## config.mk

```make
export PLATFORM = sky130hd
export DESIGN_NAME = c0_control_sequencer
export DESIGN_NICKNAME = d
export VERILOG_FILES = /design/src/rtl/c0_control_sequencer.sv
export SDC_FILE = /design/constraint.sdc
export NUM_CORES = 1
export LEC_CHECK = 0
export CORE_AREA = 10 10 81 83
export CTS_BUF_LIST = sky130_fd_sc_hd__clkbuf_8 sky130_fd_sc_hd__clkbuf_16
export DETAILED_ROUTE_END_ITERATION = 16
export DIE_AREA = 0 0 91 93
export PLACE_DENSITY_LB_ADDON = 0.1
export SYNTH_ARGS = -nofsm -noshare
export SYNTH_HDL_FRONTEND = slang
export SYNTH_SLANG_ARGS = --single-unit
```

## constraint.sdc

```tcl
create_clock -name clk -period 2.4 [get_ports clk]
set_clock_uncertainty 0.05 [all_clocks]
set_input_delay 0.48 -clock clk [delete_from_list [all_inputs] [get_ports clk]]
set_output_delay 0.48 -clock clk [all_outputs]
set_load 0.005 [all_outputs]
```

## src/rtl/c0_control_sequencer.sv

```systemverilog
// C0 control sequencer: multi-cycle fetch/decode/execute controller for the
// 8-bit C0 datapath. Fetches instruction bytes over a req/ack port, holds
// PC/IR/immediate/zero flag and drives the register-file mux/decoder selects.
module c0_control_sequencer #(
    parameter logic [7:0] RESET_PC    = 8'h00,
    parameter int         ACK_TIMEOUT = 15
) (
    input  logic       clk,
    input  logic       rst,
    input  logic       start,
    output logic       mem_req,
    output logic [7:0] mem_addr,
    input  logic       mem_ack,
    input  logic [7:0] mem_rdata,
    input  logic       alu_zero,
    output logic [2:0] src_sel,
    output logic [2:0] wr_sel,
    output logic       wr_en,
    output logic [1:0] res_sel,
    output logic [7:0] imm,
    output logic [7:0] pc,
    output logic       halted,
    output logic       fault
);

    // Major opcode field ir[7:6]
    localparam logic [1:0] OP_MOV = 2'b00;
    localparam logic [1:0] OP_ADD = 2'b01;
    localparam logic [1:0] OP_LDI = 2'b10;
    localparam logic [1:0] OP_CTL = 2'b11;

    // Control sub-opcode field ir[5:3] when ir[7:6] == OP_CTL
    localparam logic [2:0] CTL_HALT = 3'b000;
    localparam logic [2:0] CTL_JMP  = 3'b001;
    localparam logic [2:0] CTL_JZ   = 3'b010;

    // Result mux encodings
    localparam logic [1:0] RES_REG  = 2'd0;
    localparam logic [1:0] RES_ALU  = 2'd1;
    localparam logic [1:0] RES_IMM  = 2'd2;

    // Wait counter limit; the counter is 4 bits wide since the limit is 1..15
    localparam logic [3:0] ACK_LIMIT = 4'(ACK_TIMEOUT);

    typedef enum logic [2:0] {
        ST_IDLE   = 3'd0,
        ST_FETCH  = 3'd1,
        ST_DECODE = 3'd2,
        ST_FETCH2 = 3'd3,
        ST_EXEC   = 3'd4,
        ST_HALT   = 3'd5,
        ST_FAULT  = 3'd6
    } state_t;

    state_t      state_r;
    state_t      state_nxt_s;
    logic [7:0]  pc_r;
    logic [7:0]  ir_r;
    logic [7:0]  imm_r;
    logic        zflag_r;
    logic [3:0]  wait_cnt_r;
    logic        mem_req_r;
    logic        wr_en_r;
    logic [1:0]  res_sel_r;
    logic        halted_r;
    logic        fault_r;

    // Instruction needs a second (immediate) byte: LDI, JMP, JZ
    function automatic logic is_two_byte(input logic [7:0] op);
        logic two_s;
        case (op[7:6])
            OP_LDI:  two_s = 1'b1;
            OP_CTL:  two_s = (op[5:3] == CTL_JMP) || (op[5:3] == CTL_JZ);
            default: two_s = 1'b0;
        endcase
        return two_s;
    endfunction

    // Instruction writes the register file in EXEC: MOV, ADD, LDI
    function automatic logic is_write(input logic [7:0] op);
        return (op[7:6] != OP_CTL);
    endfunction

    // Instruction is HALT
    function automatic logic is_halt(input logic [7:0] op);
        return (op[7:6] == OP_CTL) && (op[5:3] == CTL_HALT);
    endfunction

    // Result mux select used during EXEC for a given instruction
    function automatic logic [1:0] exec_res_sel(input logic [7:0] op);
        logic [1:0] sel_s;
        case (op[7:6])
            OP_MOV:  sel_s = RES_REG;
            OP_ADD:  sel_s = RES_ALU;
            OP_LDI:  sel_s = RES_IMM;
            default: sel_s = RES_REG;
        endcase
        return sel_s;
    endfunction

    // Next-state decision; ack beats the timeout when both land in one cycle
    always_comb begin
        state_nxt_s = state_r;
        case (state_r)
            ST_IDLE: begin
                if (start) begin
                    state_nxt_s = ST_FETCH;
                end else begin
                    state_nxt_s = ST_IDLE;
                end
            end
            ST_FETCH: begin
                if (mem_ack) begin
                    state_nxt_s = ST_DECODE;
                end else if (wait_cnt_r == ACK_LIMIT) begin
                    state_nxt_s = ST_FAULT;
                end else begin
                    state_nxt_s = ST_FETCH;
                end
            end
            ST_DECODE: begin
                if (is_two_byte(ir_r)) begin
                    state_nxt_s = ST_FETCH2;
                end else begin
                    state_nxt_s = ST_EXEC;
                end
            end
            ST_FETCH2: begin
                if (mem_ack) begin
                    state_nxt_s = ST_EXEC;
                end else if (wait_cnt_r == ACK_LIMIT) begin
                    state_nxt_s = ST_FAULT;
                end else begin
                    state_nxt_s = ST_FETCH2;
                end
            end
            ST_EXEC: begin
                if (is_halt(ir_r)) begin
                    state_nxt_s = ST_HALT;
                end else begin
                    state_nxt_s = ST_FETCH;
                end
            end
            ST_HALT:  state_nxt_s = ST_HALT;
            ST_FAULT: state_nxt_s = ST_FAULT;
            default:  state_nxt_s = ST_FAULT;
        endcase
    end

    // State, datapath registers and registered strobes derived from the next state
    always_ff @(posedge clk) begin
        if (rst) begin
            state_r    <= ST_IDLE;
            pc_r       <= RESET_PC;
            ir_r       <= 8'h00;
            imm_r      <= 8'h00;
            zflag_r    <= 1'b0;
            wait_cnt_r <= 4'd0;
            mem_req_r  <= 1'b0;
            wr_en_r    <= 1'b0;
            res_sel_r  <= RES_REG;
            halted_r   <= 1'b0;
            fault_r    <= 1'b0;
        end else begin
            state_r   <= state_nxt_s;
            mem_req_r <= (state_nxt_s == ST_FETCH) || (state_nxt_s == ST_FETCH2);
            wr_en_r   <= (state_nxt_s == ST_EXEC) && is_write(ir_r);
            res_sel_r <= (state_nxt_s == ST_EXEC) ? exec_res_sel(ir_r) : RES_REG;
            halted_r  <= (state_nxt_s == ST_HALT);
            fault_r   <= (state_nxt_s == ST_FAULT);

            // Count only unacknowledged request cycles that stay in the same fetch state
            if (((state_r == ST_FETCH) || (state_r == ST_FETCH2)) && !mem_ack &&
                (state_nxt_s == state_r)) begin
                wait_cnt_r <= wait_cnt_r + 4'd1;
            end else begin
                wait_cnt_r <= 4'd0;
            end

            case (state_r)
                ST_FETCH: begin
                    if (mem_ack) begin
                        ir_r <= mem_rdata;
                        pc_r <= pc_r + 8'd1;
                    end
                end
                ST_FETCH2: begin
                    if (mem_ack) begin
                        imm_r <= mem_rdata;
                        pc_r  <= pc_r + 8'd1;
                    end
                end
                ST_EXEC: begin
                    if (ir_r[7:6] == OP_ADD) begin
                        zflag_r <= alu_zero;
                    end else if ((ir_r[7:6] == OP_CTL) && (ir_r[5:3] == CTL_JMP)) begin
                        pc_r <= imm_r;
                    end else if ((ir_r[7:6] == OP_CTL) && (ir_r[5:3] == CTL_JZ) && zflag_r) begin
                        pc_r <= imm_r;
                    end
                end
                default: begin
                end
            endcase
        end
    end

    assign mem_req  = mem_req_r;
    assign mem_addr = mem_req_r ? pc_r : 8'h00;
    assign src_sel  = ir_r[2:0];
    assign wr_sel   = ir_r[5:3];
    assign wr_en    = wr_en_r;
    assign res_sel  = res_sel_r;
    assign imm      = imm_r;
    assign pc       = pc_r;
    assign halted   = halted_r;
    assign fault    = fault_r;

endmodule

```

==> flow_metrics.py, run 1 <==
metrics = {
    "pwr": {
        "power_switching_uw": 309,
        "cell_internal_pwr_uw": 911,
        "powerDensity_mw_per_mm2": 485,
        "seq_power_share_pct": 54.7,
        "p_comb_share_pct": 12.0,
        "p_leak_uw": 0.000908,
        "peakVddDrop_mv": 0.297,
        "swShare_pct": 25.3,
        "clkPwrFrac_pct": 33.3,
        "fin_total_pwr_uw": 1220,
    },
    "run": {
        "maxCapViolations": 0,
    },
    "yosys": {
        "synth_top_family_by_area": "simple AND/OR/NAND/NOR gates",
        "synth_compound_area_share_pct": 18.3,
        "synth-seq-cells": 38,
        "synth_area_mm2": 0.00192,
        "async_flop_share_pct": 0,
        "synthesis.nets": 243,
        "synth-adder-area-share_pct": 1.30,
        "synth-simple-area-share_pct": 32.3,
        "muxShareOfSynthArea_pct": 0.522,
        "synth_xor_area_share_pct": 1.37,
        "postSynthCellCount": 228,
        "ys_seq_area_share_pct": 39.7,
        "synthFlopType": "dfxtp_1",
        "synth-edff-count": 0,
        "synth_cell_type_count": 53,
        "ys_warn_count": 0,
        "syn_avg_cell_area_um2": 8.41,
    },
    "sta": {
        "period_needed_ps": 1990,
        "rsz0062_at_grt": "false",
        "max-slew-margin-rel_pct": 65.0,
        "slew_viol_final": 0,
        "finalHoldViolCount": 0,
        "fmax_mhz": 502,
        "tns_ps": 0,
        "tightestPinTransition_ps": 511,
        "fin_crit_sh_pct": 83.0,
        "setup_viol": 0,
    },
    "die": {
        "dieArea_mm2": 0.00846,
        "ioPinCount": 49,
        "initial_core_util_pct": 38.3,
        "rows": 26,
        "die_w_um": 91,
        "die_h_um": 93,
        "core_area_mm2": 0.00501,
    },
    "routing": {
        "drt-initial-drc-count": 110,
        "vias_per_cell": 5.05,
        "antenna_left": 0,
        "drt_pre_antenna_iters": 4,
        "wirelength_um": 5150,
        "via_count": 1731,
        "avgRoutedWirePerCell_um": 15.0,
        "drc": 0,
    },
    "global_routing": {
        "grt_pass1_wl_um": 8860,
        "top_usage_layer": "met2",
        "grt_pass1_vias": 1754,
        "grtUsageMet1_pct": 15.5,
        "grt_usage_pct": 12.8,
        "use_met3_pct": 5.04,
        "antenna_found_initial": 0,
        "grt-ovfl-total": 0,
        "grt_max_degree": 27,
        "met2_usage_pct": 19.8,
    },
    "worst_hold_path": {
        "hold_class": "flop to flop",
    },
    "worst_setup_path": {
        "cp_top_family": "buffers and inverters",
        "critical_path.cell_chain": "and2_1, clkdlybuf4s50_1",
        "endpoint_kind": "output port",
        "crit_arrival_ps": 1460,
        "worst-setup-path-type": "flop to output port",
        "required_ps": 1870,
        "critical_path_buf_inv_count": 1,
        "worstPathMaxFanout": 9,
        "max_stage_delay_ps": 510,
        "worstSetupStartpointType": "flop",
        "critPathSlowestCell": "clkdlybuf4s50_1",
    },
    "cts": {
        "clockRootBuffer": "clkbuf_8",
        "cts_tree": "yes",
        "path_clk_slew_ps": 70,
        "post-cts-setup-buffers": 0,
        "hold_buffers": 0,
        "numCtsBuffers": 5,
        "clock-sinks": 38,
        "cts_buffer_depth": 2,
        "clock_latency_ps": 290,
        "cts-resized-gates": 0,
        "htreeDepth": 2,
    },
    "final_layout": {
        "area_delta_synth_final_pct": 31.2,
        "nFillCells": 521,
        "final_common_cell": "clkdlybuf4s50_1",
        "nets": 288,
        "final_cell_mix": "clkdlybuf4s50_1 (48), dfxtp_1 (38), nand2_1 (36)",
        "diodes": 0,
        "layout-drive-gt1-share_pct": 8.79,
    },
    "placement": {
        "port_buffers": 48,
        "dp_hpwl_um": 3800,
        "gp_congestion": 0.769,
    },
    "outcome": {
        "status": "complete, no violations",
    },
}
==> state kept, by name, summed over array words and instances, names as in the netlist <==
| register | cells |
|---|---|
| mem_req | 1 |
| pc | 8 |
| ir_r | 8 |
| wr_en | 1 |
| res_sel | 2 |
| imm | 8 |
| state_r | 3 |
| zflag_r | 1 |
| halted | 1 |
| fault | 1 |
| wait_cnt_r | 4 |
==> worst paths after layout <==
path | startpoint | to | slack [ps] | depth (start not counted)
worst min register to register | ir_r[1] | ir_r[1] | 400 | 2
worst max register to register | pc[1] | pc[4] | 530 | 5
worst max-delay path | mem_req | mem_addr[1] | 410 | 2
worst min-delay path | ir_r[1] | ir_r[1] | 400 | 2
==> final cells by class <==
type	count	area (um2)	share of cell area [%]
timing repair buffer	57	548	21.8
clock inverter	2	7.51	0.298
sequential	38	761	30.2
multi-input combinational	168	1030	41.0
inverter	3	11.3	0.448
tap	70	87.6	3.48
clock buffer	5	68.8	2.73
==> metal layers <==
metal  up-vias  routed length, um  share of wire, %
li1        889                  -                 -
met1       800               2300                45
met2        40               2480                48
met3         2                341               6.6
met4         0                 31              0.60
met5         -                  0                 0
==> synthesized netlist by cell type (6+ instances only) <==
master	number	area (um2)
nor2_1	14	52.6
a21oi_1	28	140
dfxtp_1	38	761
nand2_1	36	135
nor2b_1	8	50.1
buf_4	8	60.1
nand2b_1	6	37.5
nand3_1	7	35.0
and2_1	9	56.3
clkbuf_1	6	22.5
==> worst reg2reg max path: stages (launching register included) <==
cell and delay (ps):
dfxtp_1 440, ha_1 220, and3_1 250, or3b_2 460, a221o_1 320, o21ai_0 70
==> power groups by stage <==
| stage | logic [uW] | clock network, uW | registers (uW) |
|---|---|---|---|
| floorplan | 91.1 | 0 | 672 |
| global placement | 147 | 0 | 683 |
| detailed placement | 147 | 0 | 683 |
| CTS | 148 | 421 | 668 |
| global route | 163 | 443 | 672 |
| finish | 146 | 406 | 668 |
==> kinds of logic after synthesis <==
family          Yosys count
compound gates           53
xor+xnor                  3
fa+ha+maj                 2
buf+inv                  22
flops                    38
mux                       1
simple gates            109
==> per-stage QoR <==
stage          instances  cell area, um2  hold slack, ps  setup WS, ps  utilization, %
3_3_place_gp         336            2440             393           240            48.7
4_1_cts              343            2520             406           376            50.2
5_1_grt              343            2520             420           339            50.2
6_report             343            2520             402           409            50.2
3_5_place_dp         336            2440             396           238            48.7
2_1_floorplan        228            1920             387           649               -
No activity file was read; power rests on OpenSTA's default activity.
==> inputs of run 2 (changes only) <==
==> constraint.sdc (replaced) <==
create_clock -name clk -period 2 [get_ports clk]
set_clock_uncertainty 0.05 [all_clocks]
set_input_delay 0.4 -clock clk [delete_from_list [all_inputs] [get_ports clk]]
set_output_delay 0.4 -clock clk [all_outputs]
set_load 0.005 [all_outputs]
==> run 2 against run 1 <==
Clock power up 32%. Global-route usage up 0.47 points. Die area unchanged. Power up 26%. Design area up 4.8%. Critical path depth up 1. First-iteration DRC count down 22%. Via count up 5.0%. Sequential power up 19%. Count of clock-buffer cells in the layout up 1. Critical path type unchanged. Largest cell class unchanged.
==> flow_metrics.py, run 2 (same netlist as run 1, synthesis figures left out) <==
metrics = {
    "outcome": {
        "status": "complete, no violations",
    },
    "worst_hold_path": {
        "holdPathStages": 2,
        "min_from": "ir_r[1]",
        "hold_class": "flop to flop",
        "hold_end": "ir_r[1]",
    },
    "sta": {
        "finalHoldViolCount": 0,
        "slew_viol_final": 0,
        "fmax_mhz": 539,
        "rsz0062_at_grt": "false",
        "setup_slack_ps": 145,
        "fin_crit_sh_pct": 92.8,
        "tightestPinTransition_ps": 369,
        "max-slew-margin-rel_pct": 74.8,
        "tns_ps": 0,
        "period_needed_ps": 1860,
        "setup_viol": 0,
        "holdWs_ps": 409,
    },
    "pwr": {
        "power_switching_uw": 383,
        "p_leak_uw": 0.000982,
        "seq_power_share_pct": 51.9,
        "fin_total_pwr_uw": 1540,
        "cell_internal_pwr_uw": 1150,
        "swShare_pct": 24.9,
        "powerDensity_mw_per_mm2": 583,
        "clkPwrFrac_pct": 34.8,
        "p_comb_share_pct": 13.3,
        "peakVddDrop_mv": 0.381,
    },
    "worst_setup_path": {
        "worstPathMaxFanout": 8,
        "crit_arrival_ps": 1410,
        "endpoint_kind": "output port",
        "worst-setup-path-type": "flop to output port",
        "cp_top_family": "buffers and inverters",
        "required_ps": 1550,
        "rr_startpoint": "state_r[0]",
        "rr_worst_depth": 5,
        "critical_path_buf_inv_count": 2,
        "critical_path.cell_chain": "buf_4, and2_1, clkdlybuf4s50_1",
        "reg2reg_to": "pc[4]",
        "critPathSlowestCell": "clkdlybuf4s50_1",
        "worstSetupStartpointType": "flop",
        "max_stage_delay_ps": 500,
        "rrSetupSlack_ps": 200,
    },
    "cts": {
        "cts_tree": "yes",
        "numCtsBuffers": 5,
        "clockRootBuffer": "clkbuf_8",
        "htreeDepth": 2,
        "path_clk_slew_ps": 70,
        "clock_latency_ps": 280,
        "clock-sinks": 38,
        "cts_buffer_depth": 2,
    },
    "routing": {
        "via_count": 1818,
        "avgRoutedWirePerCell_um": 15.1,
        "wirelength_um": 5390,
        "drt-initial-drc-count": 86,
        "drc": 0,
        "drt_pre_antenna_iters": 4,
        "vias_per_cell": 5.11,
        "antenna_left": 0,
    },
    "global_routing": {
        "antenna_found_initial": 0,
        "met2_usage_pct": 21.3,
        "grt_pass1_wl_um": 9360,
        "grt_max_degree": 25,
        "grtUsageMet1_pct": 16.4,
        "use_met3_pct": 4.64,
        "grt_usage_pct": 13.3,
        "grt-ovfl-total": 0,
        "grt_pass1_vias": 1864,
        "top_usage_layer": "met2",
    },
    "final_layout": {
        "diodes": 0,
        "nets": 300,
        "final_cell_mix": "clkdlybuf4s50_1 (48), nand2_1 (36), dfxtp_1 (36)",
        "final_common_cell": "clkdlybuf4s50_1",
        "nFillCells": 525,
        "layout-drive-gt1-share_pct": 14.0,
        "area_delta_synth_final_pct": 37.4,
    },
    "die": {
        "die_w_um": 91,
        "initial_core_util_pct": 38.3,
        "dieArea_mm2": 0.00846,
        "die_h_um": 93,
        "rows": 26,
        "core_area_mm2": 0.00501,
        "ioPinCount": 49,
    },
    "placement": {
        "gp_congestion": 0.789,
        "post-place-ws_ps": 44.3,
        "port_buffers": 48,
        "dp_hpwl_um": 4020,
    },
    "run": {
        "maxCapViolations": 0,
    },
}
run 2: cell count changes in the layout (fill, tap and decap cells not counted), sizes merged:
cell	previous run	this run
clkbuf	5	6
inv	5	4
clkinv	0	1
buf	9	21
run 2: how the worst max path moves through the flow:
stage,start,endpoint,cells past startpoint
final,pc[0],mem_addr[0],3
after global routing,pc[0],mem_addr[0],3
after CTS,mem_req,mem_addr[0],2
after detailed placement,mem_ack,res_sel[1],5
after global placement,mem_ack,fault,5
after floorplan,pc[0],pc[4],5
run 2: metal layers:
layer / vias up / share of wire [%] / routed length, um
met1: 850 / 47 / 2530
met3: 2 / 5.9 / 317
met4: 0 / 0.54 / 29
li1: 919 / - / -
met5: - / 0 / 0
met2: 47 / 47 / 2510
run 2: worst register-to-register path, stage by stage (launching register included):
cell,delay [ps]
dfxtp_1,540
nor3b_4,90
buf_4,210
or3b_2,450
a221o_1,320
o21ai_0,70
run 2: per-stage QoR:
stage / instance area [um2] / util, % / cells
2_1_floorplan: 1920 / - / 228
3_3_place_gp: 2540 / 50.7 / 348
3_5_place_dp: 2540 / 50.7 / 348
4_1_cts: 2630 / 52.6 / 356
5_1_grt: 2640 / 52.6 / 356
6_report: 2640 / 52.6 / 356
run 2: cell type report:
cell class	instances	area (um2)	area share [%]
clock buffers	6	82.6	3.13
flip-flops and latches	38	763	29.0
multi-input cells	168	1030	39.2
well taps	70	87.6	3.32
inverters	3	11.3	0.427
repair buffers	69	651	24.7
clock inverters	2	8.76	0.332
run 2: timing repair:
| item | CTS | global route |
|---|---|---|
| endpoints found under the hold margin | 0 | 0 |
| buffers inserted | 0 | 0 |
| hold buffers | 0 | 0 |
| gates resized for setup | 0 | 2 |
| setup endpoints to repair | 0 | 5 |
run 2: power groups by stage:
stage | sequential [uW] | combinational, uW | clock [uW]
floorplan | 807 | 109 | 0
global placement | 814 | 204 | 0
detailed placement | 815 | 204 | 0
CTS | 797 | 205 | 552
global route | 802 | 224 | 591
finish | 798 | 204 | 535
==> inputs of run 3 (changes only) <==
--- a/config.mk
+++ b/config.mk
@@ -5,10 +5,11 @@
 export SDC_FILE = /design/constraint.sdc
 export NUM_CORES = 1
 export LEC_CHECK = 0
-export CORE_AREA = 10 10 81 83
+export CAP_MARGIN = 20
+export CORE_AREA = 10 10 75 77
 export CTS_BUF_LIST = sky130_fd_sc_hd__clkbuf_8 sky130_fd_sc_hd__clkbuf_16
 export DETAILED_ROUTE_END_ITERATION = 16
-export DIE_AREA = 0 0 91 93
+export DIE_AREA = 0 0 85 87
 export PLACE_DENSITY_LB_ADDON = 0.1
 export SYNTH_ARGS = -nofsm -noshare
 export SYNTH_HDL_FRONTEND = slang
==> run 3 against run 2 <==
Register-to-register slack got worse by 90 ps. Global-route usage fell by 0.21 points. Design area fell by 3.3%. Via count fell by 1.9%. Power fell by 3.9%. First-iteration DRC count rose by 55%. Count of clock-buffer cells in the layout fell by 1. Sequential share of layout area rose by 0.88 points.
==> flow_metrics.py, run 3 (same netlist as run 1, synthesis figures left out) <==
metrics = {
    "worst_setup_path": {
        "required_ps": 1550,
        "worstPathMaxFanout": 10,
        "worstSetupStartpointType": "flop",
        "max_stage_delay_ps": 500,
        "endpoint_kind": "output port",
        "crit_arrival_ps": 1440,
        "worst-setup-path-type": "flop to output port",
        "critical_path.cell_chain": "and2_1, clkdlybuf4s50_1",
        "critPathSlowestCell": "dfxtp_1",
    },
    "routing": {
        "avgRoutedWirePerCell_um": 15.0,
        "drc": 0,
        "via_count": 1784,
        "antenna_left": 0,
        "drt-initial-drc-count": 133,
        "wirelength_um": 4980,
        "drt_pre_antenna_iters": 4,
        "vias_per_cell": 5.37,
    },
    "cts": {
        "numCtsBuffers": 5,
        "cts_buffer_depth": 2,
        "path_clk_slew_ps": 70,
        "htreeDepth": 2,
        "cts_tree": "yes",
        "clockRootBuffer": "clkbuf_8",
        "clock_latency_ps": 290,
        "clock-sinks": 38,
        "hold_buffers": 0,
    },
    "global_routing": {
        "grt-ovfl-total": 0,
        "grt_pass1_vias": 1653,
        "grt_pass1_wl_um": 8000,
        "grt_usage_pct": 13.0,
        "grt_max_degree": 23,
        "antenna_found_initial": 0,
    },
    "die": {
        "initial_core_util_pct": 45.3,
        "die_w_um": 85,
        "ioPinCount": 49,
        "die_h_um": 87,
        "dieArea_mm2": 0.00740,
        "core_area_mm2": 0.00423,
        "rows": 24,
    },
    "sta": {
        "tightestPinTransition_ps": 548,
        "period_needed_ps": 1890,
        "rsz0062_at_grt": "false",
        "finalHoldViolCount": 0,
        "slew_viol_final": 0,
        "fin_crit_sh_pct": 94.7,
        "fmax_mhz": 528,
        "max-slew-margin-rel_pct": 62.5,
        "setup_viol": 0,
        "tns_ps": 0,
    },
    "final_layout": {
        "utilization_pct": 60.2,
        "nFillCells": 409,
        "area_delta_synth_final_pct": 32.9,
        "layout-drive-gt1-share_pct": 11.4,
        "final_common_cell": "clkdlybuf4s50_1",
        "multi_input_area_mm2": 0.00103,
        "nets": 295,
        "diodes": 0,
        "fin_cells": 332,
        "regArea_um2": 761,
        "final_cell_mix": "clkdlybuf4s50_1 (48), dfxtp_1 (38), nand2_1 (36)",
    },
    "outcome": {
        "status": "complete, no violations",
    },
    "pwr": {
        "powerDensity_mw_per_mm2": 579,
        "p_leak_uw": 0.000939,
        "peakVddDrop_mv": 0.415,
        "fin_total_pwr_uw": 1480,
    },
    "worst_hold_path": {
        "hold_class": "flop to flop",
    },
    "run": {
        "maxCapViolations": 0,
    },
    "placement": {
        "dpl.cell_count": 324,
        "gp_congestion": 0.851,
        "port_buffers": 48,
        "dp_hpwl_um": 3810,
    },
}
[run 3: changes by cell type in the layout (fill, tap and decap cells not counted), sizes merged]
cell | previous run | this run
clkinv | 1 | 0
buf | 21 | 16
clkbuf | 6 | 5
clkinvlp | 0 | 1
[run 3: through the flow]
| step | setup slack (ps) | cell area [um2] | hold slack (ps) |
|---|---|---|---|
| 3_3_place_gp | 64.5 | 2460 | 393 |
| 2_1_floorplan | 249 | 1920 | 387 |
| 5_1_grt | 9.02 | 2550 | 428 |
| 3_5_place_dp | 50.4 | 2460 | 401 |
| 4_1_cts | 88.4 | 2540 | 415 |
| 6_report | 105 | 2550 | 409 |
[run 3: layout make-up]
class / instances / area share, %
multi-input cells: 168 / 40.5
flip-flops and latches: 38 / 29.8
repair buffers: 64 / 23.6
clock buffers: 5 / 2.70
well taps: 52 / 2.55
clock inverters: 2 / 0.442
inverters: 3 / 0.442
[run 3: worst max-delay path, delay by kind of cell, from the launching register on]
kind	cells	cell delay (ps)
DFF	1	500
buffers and inverters	1	490
and+or+nand+nor	1	170
[run 3: routing by layer]
metal / vias to the layer above / GRT usage [%] / share of wire (%)
met5: - / 0 / 0
met4: 0 / 4.49 / 0.84
met3: 4 / 5.90 / 8.9
met2: 51 / 20.0 / 46
met1: 813 / 15.7 / 44
li1: 916 / - / -
[run 3: where the power goes]
| part | internal (uW) | switching, uW | total, uW |
|---|---|---|---|
| logic | 98.5 | 91.1 | 190 |
| registers | 774 | 22.5 | 797 |
| clock network | 234 | 257 | 490 |
| total | 1110 | 370 | 1480 |
[run 3: worst paths after layout]
check	from	end	slack, ps	cells after the start
setup / recovery	pc[4]	mem_addr[4]	110	2
hold / removal	ir_r[2]	ir_r[2]	410	2
hold reg to reg	ir_r[2]	ir_r[2]	410	2
setup reg to reg	pc[1]	pc[4]	110	5
[run 3: repair_timing]
action / in CTS / in global routing
setup buffers: 0 / 1
endpoints found under the setup margin: 0 / 2
gates resized for setup: 0 / 0
